--- config.mk ---
export PLATFORM = sky130hd
export DESIGN_NAME = reorder_buffer
export DESIGN_NICKNAME = d
export VERILOG_FILES = /design/src/rtl/reorder_buffer.sv
export SDC_FILE = /design/constraint.sdc
export NUM_CORES = 1
export LEC_CHECK = 0
export CORE_ASPECT_RATIO = 1.1
export CORE_MARGIN = 2
export CORE_UTILIZATION = 38
export CTS_BUF_LIST = sky130_fd_sc_hd__clkbuf_4 sky130_fd_sc_hd__clkbuf_8 sky130_fd_sc_hd__clkbuf_16
export CTS_CLUSTER_DIAMETER = 200
export CTS_CLUSTER_SIZE = 16
export DETAILED_ROUTE_END_ITERATION = 7
export PLACE_DENSITY = 0.62
export SKIP_LAST_GASP = 1
export SLEW_MARGIN = 20
export SYNTH_ARGS = -nofsm -noshare
export SYNTH_HDL_FRONTEND = slang
export SYNTH_SLANG_ARGS = --single-unit
--- constraint.sdc ---
create_clock -name clk -period 31.8 [get_ports clk]
set_input_delay 6.36 -clock clk [delete_from_list [all_inputs] [get_ports clk]]
set_output_delay 6.36 -clock clk [all_outputs]
set_load 0.02 [all_outputs]
--- src/rtl/reorder_buffer.sv ---
// Circular reorder buffer: allocates tags at issue, captures CDB results and commits in order,
// keeping the register-status table in step through a single registered write port.
module reorder_buffer #(
    parameter int         DEPTH       = 16,
    parameter int         DATA_W      = 32,
    parameter logic [5:0] INVALID_TAG = 6'b010000
) (
    input  logic              clk,
    input  logic              rst,
    input  logic              issue_valid,
    input  logic [4:0]        issue_dest,
    output logic              issue_ready,
    output logic [5:0]        issue_tag,
    input  logic              cdb_valid,
    input  logic [5:0]        cdb_tag,
    input  logic [DATA_W-1:0] cdb_data,
    output logic              stat_we,
    output logic [4:0]        stat_index,
    output logic [5:0]        stat_data,
    output logic [4:0]        stat_rd_idx,
    input  logic [5:0]        stat_rd_q,
    output logic              rf_we,
    output logic [4:0]        rf_index,
    output logic [DATA_W-1:0] rf_data,
    output logic [4:0]        count
);
    localparam int PTR_W = $clog2(DEPTH);

    logic [DEPTH-1:0]             busy_q, busy_d;
    logic [DEPTH-1:0]             ready_q, ready_d;
    logic [DEPTH-1:0][4:0]        dest_q, dest_d;
    logic [DEPTH-1:0][DATA_W-1:0] value_q, value_d;
    logic [PTR_W-1:0]             head_q, head_d, tail_q, tail_d;
    logic [4:0]                   count_q, count_d;

    logic              stat_we_q, stat_we_d;
    logic [4:0]        stat_index_q, stat_index_d;
    logic [5:0]        stat_data_q, stat_data_d;
    logic              rf_we_q, rf_we_d;
    logic [4:0]        rf_index_q, rf_index_d;
    logic [DATA_W-1:0] rf_data_q, rf_data_d;

    logic             do_issue, issue_stat, do_commit, need_clear, cdb_hit;
    logic [4:0]       head_dest;
    logic [5:0]       head_tag, tail_tag, rd_eff;
    logic [PTR_W-1:0] cdb_idx;

    assign issue_ready = count_q < 5'(DEPTH);
    assign tail_tag    = 6'(tail_q);
    assign head_tag    = 6'(head_q);
    assign issue_tag   = tail_tag;
    assign head_dest   = dest_q[head_q];
    assign stat_rd_idx = head_dest;
    assign cdb_idx     = cdb_tag[PTR_W-1:0];

    always_comb begin
        do_issue   = issue_valid && issue_ready;
        issue_stat = do_issue && (issue_dest != 5'd0);
        // A status write still in flight to the head's register is not yet visible in the
        // table; look through it so a stalled commit sees a mapping the issue just replaced.
        rd_eff     = (stat_we_q && (stat_index_q == head_dest)) ? stat_data_q : stat_rd_q;
        need_clear = (head_dest != 5'd0) && (rd_eff == head_tag);
        do_commit  = busy_q[head_q] && ready_q[head_q] && !(need_clear && issue_stat);
        cdb_hit    = cdb_valid && (cdb_tag < 6'(DEPTH)) && busy_q[cdb_idx] && !ready_q[cdb_idx];
    end

    always_comb begin
        busy_d  = busy_q;
        ready_d = ready_q;
        dest_d  = dest_q;
        value_d = value_q;
        head_d  = head_q;
        tail_d  = tail_q;
        count_d = count_q + 5'(do_issue) - 5'(do_commit);

        if (cdb_hit) begin
            value_d[cdb_idx] = cdb_data;
            ready_d[cdb_idx] = 1'b1;
        end
        if (do_commit) begin
            busy_d[head_q]  = 1'b0;
            ready_d[head_q] = 1'b0;
            head_d          = head_q + PTR_W'(1);
        end
        // The tail slot is free whenever an issue is accepted, so it never aliases the head or CDB slot.
        if (do_issue) begin
            busy_d[tail_q]  = 1'b1;
            ready_d[tail_q] = 1'b0;
            dest_d[tail_q]  = issue_dest;
            tail_d          = tail_q + PTR_W'(1);
        end
    end

    always_comb begin
        stat_we_d    = 1'b0;
        stat_index_d = stat_index_q;
        stat_data_d  = stat_data_q;
        rf_we_d      = 1'b0;
        rf_index_d   = rf_index_q;
        rf_data_d    = rf_data_q;

        if (issue_stat) begin
            stat_we_d    = 1'b1;
            stat_index_d = issue_dest;
            stat_data_d  = tail_tag;
        end else if (do_commit && need_clear) begin
            stat_we_d    = 1'b1;
            stat_index_d = head_dest;
            stat_data_d  = INVALID_TAG;
        end
        if (do_commit && (head_dest != 5'd0)) begin
            rf_we_d    = 1'b1;
            rf_index_d = head_dest;
            rf_data_d  = value_q[head_q];
        end
    end

    always_ff @(posedge clk or posedge rst) begin
        if (rst) begin
            busy_q       <= '0;
            ready_q      <= '0;
            dest_q       <= '0;
            value_q      <= '0;
            head_q       <= '0;
            tail_q       <= '0;
            count_q      <= '0;
            stat_we_q    <= 1'b0;
            stat_index_q <= '0;
            stat_data_q  <= INVALID_TAG;
            rf_we_q      <= 1'b0;
            rf_index_q   <= '0;
            rf_data_q    <= '0;
        end else begin
            busy_q       <= busy_d;
            ready_q      <= ready_d;
            dest_q       <= dest_d;
            value_q      <= value_d;
            head_q       <= head_d;
            tail_q       <= tail_d;
            count_q      <= count_d;
            stat_we_q    <= stat_we_d;
            stat_index_q <= stat_index_d;
            stat_data_q  <= stat_data_d;
            rf_we_q      <= rf_we_d;
            rf_index_q   <= rf_index_d;
            rf_data_q    <= rf_data_d;
        end
    end

    assign stat_we    = stat_we_q;
    assign stat_index = stat_index_q;
    assign stat_data  = stat_data_q;
    assign rf_we      = rf_we_q;
    assign rf_index   = rf_index_q;
    assign rf_data    = rf_data_q;
    assign count      = count_q;

endmodule
* Word level (Yosys, flattened, before mapping)
Cells that the tools add are included. Widths: inputs -> output; s select.
Word-level totals: logic and storage cells 121, output and inout port bits 67, input port bits 53, register bits 687
Operators by class: bitwise logic cells 7, $lt $le $gt $ge 8, add/sub/neg operators 4, equality and inequality tests 2, muxes and demuxes 37, reduce and logical (&&, ||, !) cells 20
Operators with widths (number):
- $bwmux 512 | 1
- $bmux 32 s4 | 1
- $demux 32 s4 | 1
- $bwmux 80 | 1
- $mux 16 | 5
- $mux 32 | 2
- $and 16x16->16 | 3
- $not 16->16 | 2
- $or 16x16->16 | 2
- $bmux 5 s4 | 1
- $demux 5 s4 | 1
- $mux 5 | 4
- $mux 6 | 3
- $bmux 1 s4 | 4
- $logic_and 1x1->1 | 15
- $lt 4x5->1 const B | 3
- $demux 1 s4 | 3
- $ge 4x1->1 const B | 3
- $mux 1 | 10
- $reduce_bool 5->1 | 2
- $add 4x1->4 const B | 2
- $eq 6x4->1 | 1
- $lt 6x5->1 const B | 1
- $add 5x1->5 | 1
- 5 further kinds | 6

* Longest topological paths before layout
Gate-level depths: netlist (run 1).
depth in word-level cells 13, gate-level depth with buffers 20, depth with buffers taken out 15

* Least setup slack after synthesis (run 1)
No wires, ideal clock.
path type in2reg, from input issue_dest[1], to register count_q[4] (netlist: count[4]), setup slack 22.686 ns, data arrival time 8.989 ns, stages on the path 14, cell sequence clkbuf_1 -> or4_1 -> o21ai_0 -> nor3_1 -> a21o_1 -> buf_4 -> clkbuf_1 -> nand2_1 -> nand2_1 -> ha_1 -> fa_1 -> a21o_1 -> a21oi_1 -> xnor2_1
Between the ends: longest elaborated chain between the ends 6
Ends and longest elaborated chain:
- start: declaration | RTL line 11 | input logic [4:0] issue_dest,
- $reduce_bool 5->1 | RTL line 58 | issue_stat = do_issue && (issue_dest != 5'd0);
- $logic_and 1x1->1 | RTL line 58
- $logic_and 1x1->1 | RTL line 63 | do_commit = busy_q[head_q] && ready_q[head_q] && !(need_clear && issue_stat);
- $logic_not 1->1 | RTL line 63
- $logic_and 1x1->1 | RTL line 63
- $sub 5x1->5 | RTL line 74 | count_d = count_q + 5'(do_issue) - 5'(do_commit);
- net count_d[4] | RTL line 34 | logic [4:0] count_q, count_d;
- end signal: assignment | RTL line 140 | count_q <= count_d;
- end: declaration | RTL line 34
The timed path passes the listed nets, and every way through them passes these cells. A chain may end at the register's enable or synchronous reset.

* Worst setup path after layout (run 1)
from register head_q[1], to output stat_rd_idx[4]
Between the ends: longest elaborated chain between the ends 2
Ends and longest elaborated chain:
- start: declaration | RTL line 33 | logic [PTR_W-1:0] head_q, head_d, tail_q, tail_d;
- start signal: assignment | RTL line 124 | head_q <= '0;
- start signal: assignment | RTL line 138 | head_q <= head_d;
- $bmux 5 s4 | RTL line 52 | assign head_dest = dest_q[head_q];
- $mux 5 (not written as such) | RTL line 52
- end: declaration | RTL line 20 | output logic [4:0] stat_rd_idx,
Every way passes these cells. The select of a mux whose other input is x is not followed.

==> impl_results.rst, run 1 <==
.. list-table::
   :header-rows: 1

   * - Metric
     - Value
   * - Wire length of the first global-routing pass
     - 122000 um
   * - Relative contribution of sequential cells to total power
     - 43.5%
   * - Horiz. Die Dim
     - 277.6 um
   * - R2r startpoint
     - head_q[1]$_DFFE_PP0N_
   * - Source-to-sink clock delay at the later pin of the worst-skew pair
     - approximately 0.6 ns
   * - Area overhead of the layout relative to synthesis
     - 11.42%
   * - Clock slew at the register clock pins of the worst setup and hold paths
     - 0.07 ns
   * - Area share of the leading cell type in the synthesized netlist
     - 54.80%
   * - Net switching power figure
     - 0.9021 mW
   * - Logic pwr share
     - approximately a third
   * - Clock buffer count from CTS
     - 48
   * - Number of vias in the routed layout
     - 18290
   * - Critical path class
     - reg2out
   * - Count of distinct cell types in the synthesized netlist
     - 54
   * - Switching part of the total power
     - 33.98%
   * - Setup TNS after final layout
     - 0 ns
   * - Clock tree skew after final layout
     - between 0.02 and 0.03 ns
   * - Number of resized instances in the post-cts repair step
     - 0
   * - Count of warnings emitted by yosys
     - 0
   * - Terminus of the critical flop-to-flop path
     - rf_data[31]$_DFFE_PP0P_
   * - Post-DR vias/cell
     - 5.620
   * - Worst-case setup slack after placement
     - about 21 ns
   * - Unrepaired setup endpoints after global routing
     - no
   * - Portion of the post-synthesis area used by sequential elements
     - between 50% and 60%
   * - Fmax
     - 0.09910 GHz
   * - Total of max-cap violations
     - 0
   * - Max-slew violations
     - 0
   * - Remaining number of nets flagged by the antenna check after routing
     - 0
   * - Main flop type after synthesis
     - dfrtp_1
   * - Slowest cell on the critical path
     - buf_4
   * - Final Critical Period
     - 10.09 ns
   * - Number of remaining DRC errors
     - 0
   * - Hold buffer count at cts
     - 0
   * - Cell type with the largest total area after synthesis
     - dfrtp_1
   * - Initial antenna violation count
     - 5
   * - FF-to-FF path depth
     - 13
   * - Worst Tran Pin Value
     - 1.030 ns
   * - Die Y-Extent
     - 304.9 um
   * - CP startpoint kind
     - flip-flop
   * - Count of flip-flops with a built-in enable after synthesis
     - 0
   * - Cell-internal power
     - 1.753 mW
   * - Reg2Reg Setup Slack
     - between 20 and 30 ns
   * - Cell area after technology mapping
     - 31280 sq um
   * - Pwr Density
     - 76.17 nW/um^2
   * - Clock tree root driver cell
     - clkbuf_16
   * - Starting Density
     - 38.26%
   * - Max IR drop VDD
     - 0.00006170 V
   * - CTS H-tree lvls
     - 2
   * - CTS tree
     - built
   * - Flip-flop and latch count after synthesis
     - 686
   * - Final net count
     - between 2000 and 2500
   * - Maximum number of pins on one net before global-route repair
     - about 190
   * - Clock buffer depth
     - 3
   * - Path category of the worst min-delay check
     - reg2reg
   * - Nature of the critical path endpoint
     - primary output
   * - TritonCTS sink count
     - 686
   * - Period utilization
     - 31.73%
   * - DR pass1 iterations
     - 7
   * - Fraction of layout instances using a drive strength above 1
     - 40.79%
   * - Setup Viol. Count Final
     - 0
   * - Post-DP HPWL
     - 45780 um
   * - Overall overflow remaining after global route
     - 0
   * - Ports placed on the boundary
     - 120
   * - Standby leakage power
     - 16.18 nW
   * - Count of final hold-check violations
     - 0
   * - Signal arrival time at the worst endpoint
     - 3.73 ns
   * - Number of global-route vias before repair
     - 19630
   * - Worst setup margin
     - 21.71 ns
   * - Relative slew slack
     - 31.32%
   * - Cells along the critical path
     - buf_4 -> mux4_2 -> mux4_2 -> clkdlybuf4s50_1
   * - Post-synthesis average cell area
     - around 15 sq um
   * - Largest incremental delay on the critical path
     - 0.69 ns
   * - Number of port buffers
     - 116
   * - Most frequent cell on the critical path
     - mux4_2
   * - Overall routing resource usage
     - about a fifth
   * - Gp weighted congestion
     - 0.8475
   * - Number of standard cells after synthesis
     - 2139
   * - Iter 0 DRT Violations
     - 1202
   * - Core area
     - approximately 80000 sq um
   * - Post-CTS setup buffer count
     - 0
   * - Total detailed-routing wirelength
     - 78720 um
   * - Fill cell count
     - 7329
   * - Launching instance or port of the critical path
     - head_q[1]$_DFFE_PP0N_
   * - Num rows
     - 110
   * - Share of flip-flops with an asynchronous set or reset
     - 100.0%
   * - Dominant cells by area after synthesis
     - dfrtp_1 55%, mux2_2 20%, mux4_2 13%
   * - Routed length per instance
     - 24.18 um
   * - Data required, critical path
     - around 25 ns
   * - Result of the run
     - finished, final reports clean
   * - Top fanout value on the critical path
     - 48
   * - Die footprint
     - 84640 sq um
   * - Clock network power share
     - 22.0%
   * - Capture point of the worst path
     - stat_rd_idx[4]
[placed cells by master (no fill, tap or decap), drive strengths merged, types with 6 or more instances in the layout]
cell type	Yosys	layout
mux2	578	578
mux4	174	174
a22oi	11	11
nand4	8	8
nand3	31	31
xor2	7	7
nor3	6	6
ha	12	12
o21ai	34	34
nor2b	7	7
xnor2	13	13
o221a	10	10
a21oi	10	10
clkdlybuf4s50	0	116
nor2	39	39
inv	29	30
dfrtp	685	685
or2	7	7
buf	42	39
clkbuf	126	58
nand2	221	221
mux2i	31	31
nand2b	8	8
[Yosys cell counts (5+ instances only)]
cell        n
a211oi_1    5
buf_1      22
nand2b_1    8
xor2_1      7
nor2_1     39
dfrtp_1   685
mux2i_1    31
ha_1       12
mux2_4     17
buf_4       5
nand2_1   221
nand4_1     8
o221a_2    10
buf_2       9
buf_6       6
xnor2_1    12
a22oi_1    11
mux4_2    174
mux2_2    561
nor3_1      6
nor2b_1     7
or2_2       7
o21ai_0    34
o211ai_1    5
inv_1      29
a21oi_1    10
clkbuf_1  126
nand3_1    31
[worst min path at each step]
| stage | from | to | depth (start not counted) |
|---|---|---|---|
| after CTS | dest_q[69]$_DFFE_PP0P_ | dest_q[69]$_DFFE_PP0P_ | 2 |
| after floorplan | dest_q[47]$_DFFE_PP0P_ | dest_q[47]$_DFFE_PP0P_ | 2 |
| after global routing | dest_q[60]$_DFFE_PP0P_ | dest_q[60]$_DFFE_PP0P_ | 2 |
| after global placement | dest_q[54]$_DFFE_PP0P_ | dest_q[54]$_DFFE_PP0P_ | 2 |
| final | dest_q[35]$_DFFE_PP0P_ | dest_q[35]$_DFFE_PP0P_ | 2 |
| after detailed placement | dest_q[49]$_DFFE_PP0P_ | dest_q[49]$_DFFE_PP0P_ | 2 |
[per-stage QoR]
stage	cell area (sq um)	power (mW)	util, %	std cells	hold slack, ns
4_1_cts	34820	2.686	42.59	3252	0.4785
5_1_grt	34860	2.800	42.64	3255	0.4972
3_3_place_gp	33490	2.070	40.96	3191	0.4531
2_1_floorplan	31290	1.796	-	2141	0.4406
6_report	34860	2.655	42.64	3255	0.4748
3_5_place_dp	33490	2.096	40.96	3191	0.4591
[sequential cells by signal, indices dropped and copies added (netlist names), 4 cells and up]
| signal | count |
|---|---|
| tail_q | 4 |
| rf_data | 32 |
| stat_index | 5 |
| busy_q | 16 |
| count | 5 |
| ready_q | 16 |
| dest_q | 80 |
| head_q | 4 |
| rf_index | 5 |
| value_q | 512 |
| stat_data | 5 |
[power groups by stage]
| stage | Combinational [mW] | Clock, mW | Sequential [mW] |
|---|---|---|---|
| final | 0.917 | 0.583 | 1.15 |
| after global routing | 0.989 | 0.636 | 1.17 |
| after CTS | 0.928 | 0.603 | 1.15 |
| after detailed placement | 0.925 | 0 | 1.17 |
| after global placement | 0.910 | 0 | 1.16 |
| after floorplan | 0.651 | 0 | 1.15 |
[worst max-delay path, delay by kind of cell, from the launching register on]
family	cells	cell delay, ns
multiplexers	2	1.25
buffers and inverters	2	1.29
flip-flops	1	0.55
[area by class of cell]
cell class                      count  area [sq um]  area share, %
Antenna cell                        2         5.005        0.01436
Clock buffer                       58          1282          3.679
Clock inverter                      3         45.04         0.1292
Inverter                           29         117.6         0.3374
Multi-Input combinational cell   1258         13400          38.45
Sequential cell                   686         17180          49.28
Tap cell                         1064          1331          3.819
Timing Repair Buffer              155          1494          4.286
[cell families after synthesis]
logic type | count (synthesis) | synth area share (%)
buf+inv | 197 | 2.604
flops | 686 | 54.88
xor+xnor | 20 | 0.5840
other cells | 1 | 0.01199
compound gates | 101 | 2.288
fa+ha+maj | 13 | 0.5439
mux | 783 | 34.53
simple gates | 338 | 4.560
[routing by layer]
layer  vias to the layer above  share of wire [%]  track usage (%)
li1                       7806                  -                -
met1                      9953                 43            25.39
met2                       407                 50            31.58
met3                       120                4.4            2.737
met4                         6                2.2            4.538
met5                         -              0.041                0
Note: power is estimated with default switching activity, not from simulation.
==> inputs of run 2 (changes only) <==
==> constraint.sdc (replaced) <==
create_clock -name clk -period 9.4 [get_ports clk]
set_input_delay 1.88 -clock clk [delete_from_list [all_inputs] [get_ports clk]]
set_output_delay 1.88 -clock clk [all_outputs]
set_load 0.02 [all_outputs]
==> impl_results.rst, run 2 (synthesized netlist as in run 1, its figures left out) <==
.. list-table::
   :header-rows: 1

   * - Metric
     - Value
   * - Die Y-Extent
     - 304.9 um
   * - Fill cell count
     - approximately 7300
   * - Most flops, register
     - value_q
   * - Number of vias in the routed layout
     - 18440
   * - Final net count
     - 2244
   * - Post-DR vias/cell
     - roughly 5.7
   * - Horiz. Die Dim
     - 277.6 um
   * - Result of the run
     - finished, final reports clean
   * - Num rows
     - 110
   * - Area overhead of the layout relative to synthesis
     - 11.64%
   * - Worst Tran Pin Value
     - 1.020 ns
   * - Ports placed on the boundary
     - 120
   * - DR pass1 iterations
     - 5
   * - Critical path class
     - reg2out
   * - FF-to-FF path depth
     - 14
   * - Hold buffer count at cts
     - 0
   * - Clock tree skew after final layout
     - 0.02998 ns
   * - CTS H-tree lvls
     - 2
   * - Clock slew at the register clock pins of the worst setup and hold paths
     - 0.08 ns
   * - CP startpoint kind
     - flip-flop
   * - Routed length per instance
     - 24.28 um
   * - Nature of the critical path endpoint
     - primary output
   * - Area used by sequential logic in the layout
     - about 17000 sq um
   * - Hold_ws
     - 0.4765 ns
   * - Number of port buffers
     - 116
   * - Total of max-cap violations
     - 0
   * - Max IR drop VDD
     - ~0.00014 V
   * - TritonCTS sink count
     - 686
   * - CTS tree
     - built
   * - Clock buffer depth
     - 3
   * - Starting Density
     - 38.26%
   * - Initial antenna violation count
     - 9
   * - Count of final hold-check violations
     - 0
   * - Clock buffer count from CTS
     - 48
   * - Fmax
     - around 0.18 GHz
   * - Remaining number of nets flagged by the antenna check after routing
     - 0
   * - Core area
     - 81750 sq um
   * - Signal arrival time at the worst endpoint
     - 3.69 ns
   * - Max-slew violations
     - 0
   * - Standby leakage power
     - approximately 16 nW
   * - Source-to-sink clock delay at the later pin of the worst-skew pair
     - 0.61 ns
   * - Path category of the worst min-delay check
     - reg2reg
   * - Period utilization
     - 59.23%
   * - Post-CTS setup buffer count
     - 0
   * - Area of the multi-input gates
     - 13410 sq um
   * - Clock tree root driver cell
     - clkbuf_16
   * - Total power consumption of the routed design
     - 9.010 mW
   * - Iter 0 DRT Violations
     - 1419
   * - Worst Hold Depth
     - 2
   * - Fraction of layout instances using a drive strength above 1
     - 40.79%
   * - Die footprint
     - 84640 sq um
   * - Wire length of the first global-routing pass
     - approximately 120000 um
   * - Max reg flops
     - 512
   * - Overall overflow remaining after global route
     - 0
   * - Data required, critical path
     - 7.52 ns
   * - Number of resized instances in the post-cts repair step
     - 0
   * - Unrepaired setup endpoints after global routing
     - no
   * - Top fanout value on the critical path
     - 49
   * - Overall routing resource usage
     - a little under a fifth
   * - Relative slew slack
     - a little under a third
   * - Most common cell after layout, fill and taps aside
     - dfrtp_1
   * - Final Critical Period
     - 5.567 ns
   * - Number of remaining DRC errors
     - 0
   * - Total detailed-routing wirelength
     - 79040 um
   * - Most used cells in the layout excluding fill and tap cells
     - 681 x dfrtp_1, 561 x mux2_2, 221 x nand2_1
   * - Maximum number of pins on one net before global-route repair
     - 191
   * - Gp weighted congestion
     - 0.8265
   * - Post-DP HPWL
     - about 47000 um
   * - Number of global-route vias before repair
     - 19410
   * - Pwr Density
     - 258.0 nW/um^2
   * - Setup Viol. Count Final
     - 0
==> run 2: final timing paths <==
path,slack [ns],to,start
worst max-delay path,3.83,stat_rd_idx[0],head_q[1]$_DFFE_PP0N_
worst min-delay path,0.48,dest_q[50]$_DFFE_PP0P_,dest_q[50]$_DFFE_PP0P_
worst max register to register,4.12,rf_data[5]$_DFFE_PP0P_,head_q[3]$_DFFE_PP0N_
worst min register to register,0.48,dest_q[50]$_DFFE_PP0P_,dest_q[50]$_DFFE_PP0P_
max in group asynchronous,5.90,value_q[74]$_DFFE_PP0P_,rst
min in group asynchronous,1.69,value_q[255]$_DFFE_PP0P_,rst
==> run 2: report_power, final <==
part	total [mW]	switching [mW]	internal, mW
sequential	3.94	0.450	3.49
combinational	3.10	1.59	1.51
clock	1.98	1.00	0.972
==> run 2: worst max-delay path, cell delays in order (launching register included) <==
cell and delay, ns:
dfrtp_4 0.98, nor2_1 0.25, a22oi_1 0.23, nand2_1 0.13, o21ai_0 0.71, clkdlybuf4s50_1 0.76
==> run 2: cell type report <==
type                            instances  area share [%]
Clock buffer                           59           3.744
Clock inverter                          2         0.05016
Antenna cell                            2         0.01433
Multi-Input combinational cell       1258           38.38
Tap cell                             1064           3.812
Inverter                               29          0.3260
Timing Repair Buffer                  155           4.485
Sequential cell                       686           49.18
==> run 2: layer usage <==
metal	global-route usage, %	wire length [um]
met1	25.33	34160
met2	30.77	38780
met3	3.664	4040
met4	5.292	1973
met5	0	85
==> run 2: per-stage QoR <==
step           setup TNS (ns)  setup slack, ns  util (%)  cell area [sq um]  instances
2_1_floorplan        -1277.76           -1.865         -              31290       2141
3_3_place_gp                0            3.250     40.96              33490       3188
3_5_place_dp                0            3.581     41.02              33530       3190
4_1_cts                     0            3.805     42.64              34860       3251
5_1_grt                     0            3.706     42.72              34920       3254
6_report                    0            3.833     42.72              34920       3255
==> inputs of run 3 (changes only) <==
==> constraint.sdc (replaced) <==
create_clock -name clk -period 5.4 [get_ports clk]
set_input_delay 1.08 -clock clk [delete_from_list [all_inputs] [get_ports clk]]
set_output_delay 1.08 -clock clk [all_outputs]
set_load 0.02 [all_outputs]
==> impl_results.rst, run 3 (synthesized netlist as in run 1, its figures left out) <==
.. list-table::
   :header-rows: 1

   * - Metric
     - Value
   * - Total detailed-routing wirelength
     - 77900 um
   * - Number of global-route vias before repair
     - 19860
   * - Worst Hold Depth
     - 2
   * - Final Critical Period
     - 4.836 ns
   * - Nature of the critical path endpoint
     - primary output
   * - Final net count
     - 2255
   * - Clock buffer depth
     - 3
   * - Iter 0 DRT Violations
     - 1165
   * - Data required, critical path
     - 4.32 ns
   * - Max IR drop VDD
     - around 0.00040 V
   * - Max-slew violations
     - 0
   * - TritonCTS sink count
     - slightly below 700
   * - Area overhead of the layout relative to synthesis
     - 12.31%
   * - Overall routing resource usage
     - a little under a fifth
   * - DR pass1 iterations
     - 6
   * - Die Y-Extent
     - 304.9 um
   * - Worst setup margin
     - 0.5642 ns
   * - Clock tree root driver cell
     - clkbuf_16
   * - Cells along the critical path
     - buf_4 -> mux2i_1 -> a22oi_1 -> nand2_1 -> o21ai_0 -> clkdlybuf4s50_1
   * - CTS tree
     - built
   * - Gp weighted congestion
     - between 0.8 and 0.9
   * - Total power consumption of the routed design
     - roughly 16 mW
   * - Max reg flops
     - 512
   * - Terminus of the critical flop-to-flop path
     - rf_data[11]$_DFFE_PP0P_
   * - Ports placed on the boundary
     - 120
   * - Unrepaired setup endpoints after global routing
     - no
   * - Clock tree skew after final layout
     - roughly 0.037 ns
   * - Most used cells in the layout excluding fill and tap cells
     - 681 x dfrtp_1, 561 x mux2_2, 221 x nand2_1
   * - Fraction of the core area covered by cells at the end of the flow
     - 42.98%
   * - Post-DP HPWL
     - 48630 um
   * - Overall overflow remaining after global route
     - 0
   * - Wire length of the first global-routing pass
     - approximately 120000 um
   * - Setup Viol. Count Final
     - 0
   * - Net switching power figure
     - around 5.3 mW
   * - Hold buffer count at cts
     - 0
   * - Source-to-sink clock delay at the later pin of the worst-skew pair
     - between 0.6 and 0.7 ns
   * - Slowest cell on the critical path
     - dfrtp_2
   * - Count of final hold-check violations
     - 0
   * - Fmax
     - 0.2068 GHz
   * - Reg2Reg Setup Slack
     - 0.74 ns
   * - Standby leakage power
     - 16.31 nW
   * - Number of non-filler instances in the completed layout
     - around 3300
   * - Relative slew slack
     - 34.77%
   * - Num rows
     - 110
   * - Most common cell after layout, fill and taps aside
     - dfrtp_1
   * - CTS H-tree lvls
     - 2
   * - Signal arrival time at the worst endpoint
     - 3.76 ns
   * - Placed Area
     - about 34000 sq um
   * - Starting Density
     - 38.26%
   * - Logic pwr share
     - 35.0%
   * - Pwr Density
     - 447.4 nW/um^2
   * - Fraction of layout instances using a drive strength above 1
     - 41.12%
   * - FF-to-FF path depth
     - 13
   * - Die footprint
     - 84640 sq um
   * - Horiz. Die Dim
     - 277.6 um
   * - Post-CTS setup buffer count
     - 0
   * - Clock buffer count from CTS
     - 48
   * - Worst Min Path Start
     - dest_q[60]$_DFFE_PP0P_
   * - Clock slew at the register clock pins of the worst setup and hold paths
     - 0.08 ns
   * - Number of port buffers
     - around 120
   * - Inst Count DP
     - about 3200
   * - Core area
     - 81750 sq um
   * - Number of vias in the routed layout
     - ~18000
   * - Initial antenna violation count
     - 3
   * - Number of remaining DRC errors
     - 0
   * - Cell-internal power
     - ~10 mW
   * - Relative contribution of sequential cells to total power
     - 43.1%
   * - Hold_ws
     - roughly 0.48 ns
   * - Routed length per instance
     - roughly 24 um
   * - Remaining number of nets flagged by the antenna check after routing
     - 0
   * - Top fanout value on the critical path
     - 31
   * - Clock network power share
     - 21.9%
   * - Worst min-delay path endpoint
     - dest_q[60]$_DFFE_PP0P_
   * - Result of the run
     - finished, final reports clean
   * - Period utilization
     - 89.55%
   * - Maximum number of pins on one net before global-route repair
     - 131
   * - Switching part of the total power
     - 33.88%
   * - R2r startpoint
     - head_q[3]$_DFFE_PP0N_
   * - Post-DR vias/cell
     - 5.534
   * - Critical path class
     - reg2out
   * - Path category of the worst min-delay check
     - reg2reg
   * - Largest incremental delay on the critical path
     - 0.93 ns
   * - Area of all placed cells without fillers
     - 35130 sq um
   * - Worst Tran Pin Value
     - just under 1 ns
   * - Setup TNS after final layout
     - 0 ns
   * - Total of max-cap violations
     - 0
   * - CP startpoint kind
     - flip-flop
   * - Worst-case setup slack after placement
     - 0.8545 ns
   * - Most flops, register
     - value_q
   * - Number of resized instances in the post-cts repair step
     - 0
-- run 3: cell types whose count changed in the layout (fill, tap and decap cells not counted), sizes merged --
cell and change:
buf +11, diode -1, clkbuf +1
-- run 3: power groups by stage --
stage | combinational, mW | sequential (mW) | clock, mW
floorplan | 3.83 | 6.75 | 0
detailed placement | 5.57 | 6.86 | 0
global placement | 5.46 | 6.81 | 0
CTS | 5.58 | 6.77 | 3.58
finish | 5.50 | 6.77 | 3.45
global route | 5.94 | 6.89 | 3.75
-- run 3: layer usage --
layer | vias up | wire [um] | GRT usage (%)
met2 | 371 | 38690 | 31.63
met4 | 4 | 2056 | 5.028
li1 | 7823 | - | -
met3 | 133 | 3178 | 2.890
met1 | 9742 | 33940 | 24.93
met5 | - | 27 | 0
-- run 3: layout make-up --
class,count,area [sq um]
diodes,1,2.502
fillers,7339,46620
inverters,29,113.9
clock inverters,2,17.52
well taps,1064,1331
clock buffers,60,1315
flip-flops and latches,686,17180
repair buffers,166,1774
multi-input cells,1258,13400
-- run 3: worst max-delay path by stage --
stage,start,end,slack (ns),cells after the start
2_1_floorplan,rst,busy_q[0]$_DFF_PP0_,-5.07,1
3_3_place_gp,cdb_tag[0],value_q[334]$_DFFE_PP0P_,0.86,11
3_5_place_dp,cdb_tag[0],value_q[324]$_DFFE_PP0P_,0.85,11
4_1_cts,head_q[3]$_DFFE_PP0N_,stat_rd_idx[3],0.61,6
5_1_grt,head_q[3]$_DFFE_PP0N_,stat_rd_idx[3],0.50,6
6_report,head_q[3]$_DFFE_PP0N_,stat_rd_idx[3],0.56,6
-- run 3: worst max-delay path, delay by kind of cell, from the launching register on --
kind / cells / cell delay (ns)
muxes: 1 / 0.12
AOI/OAI and AO/OA: 2 / 0.79
and+or+nand+nor: 1 / 0.19
buffers and inverters: 2 / 1.09
DFF: 1 / 0.93
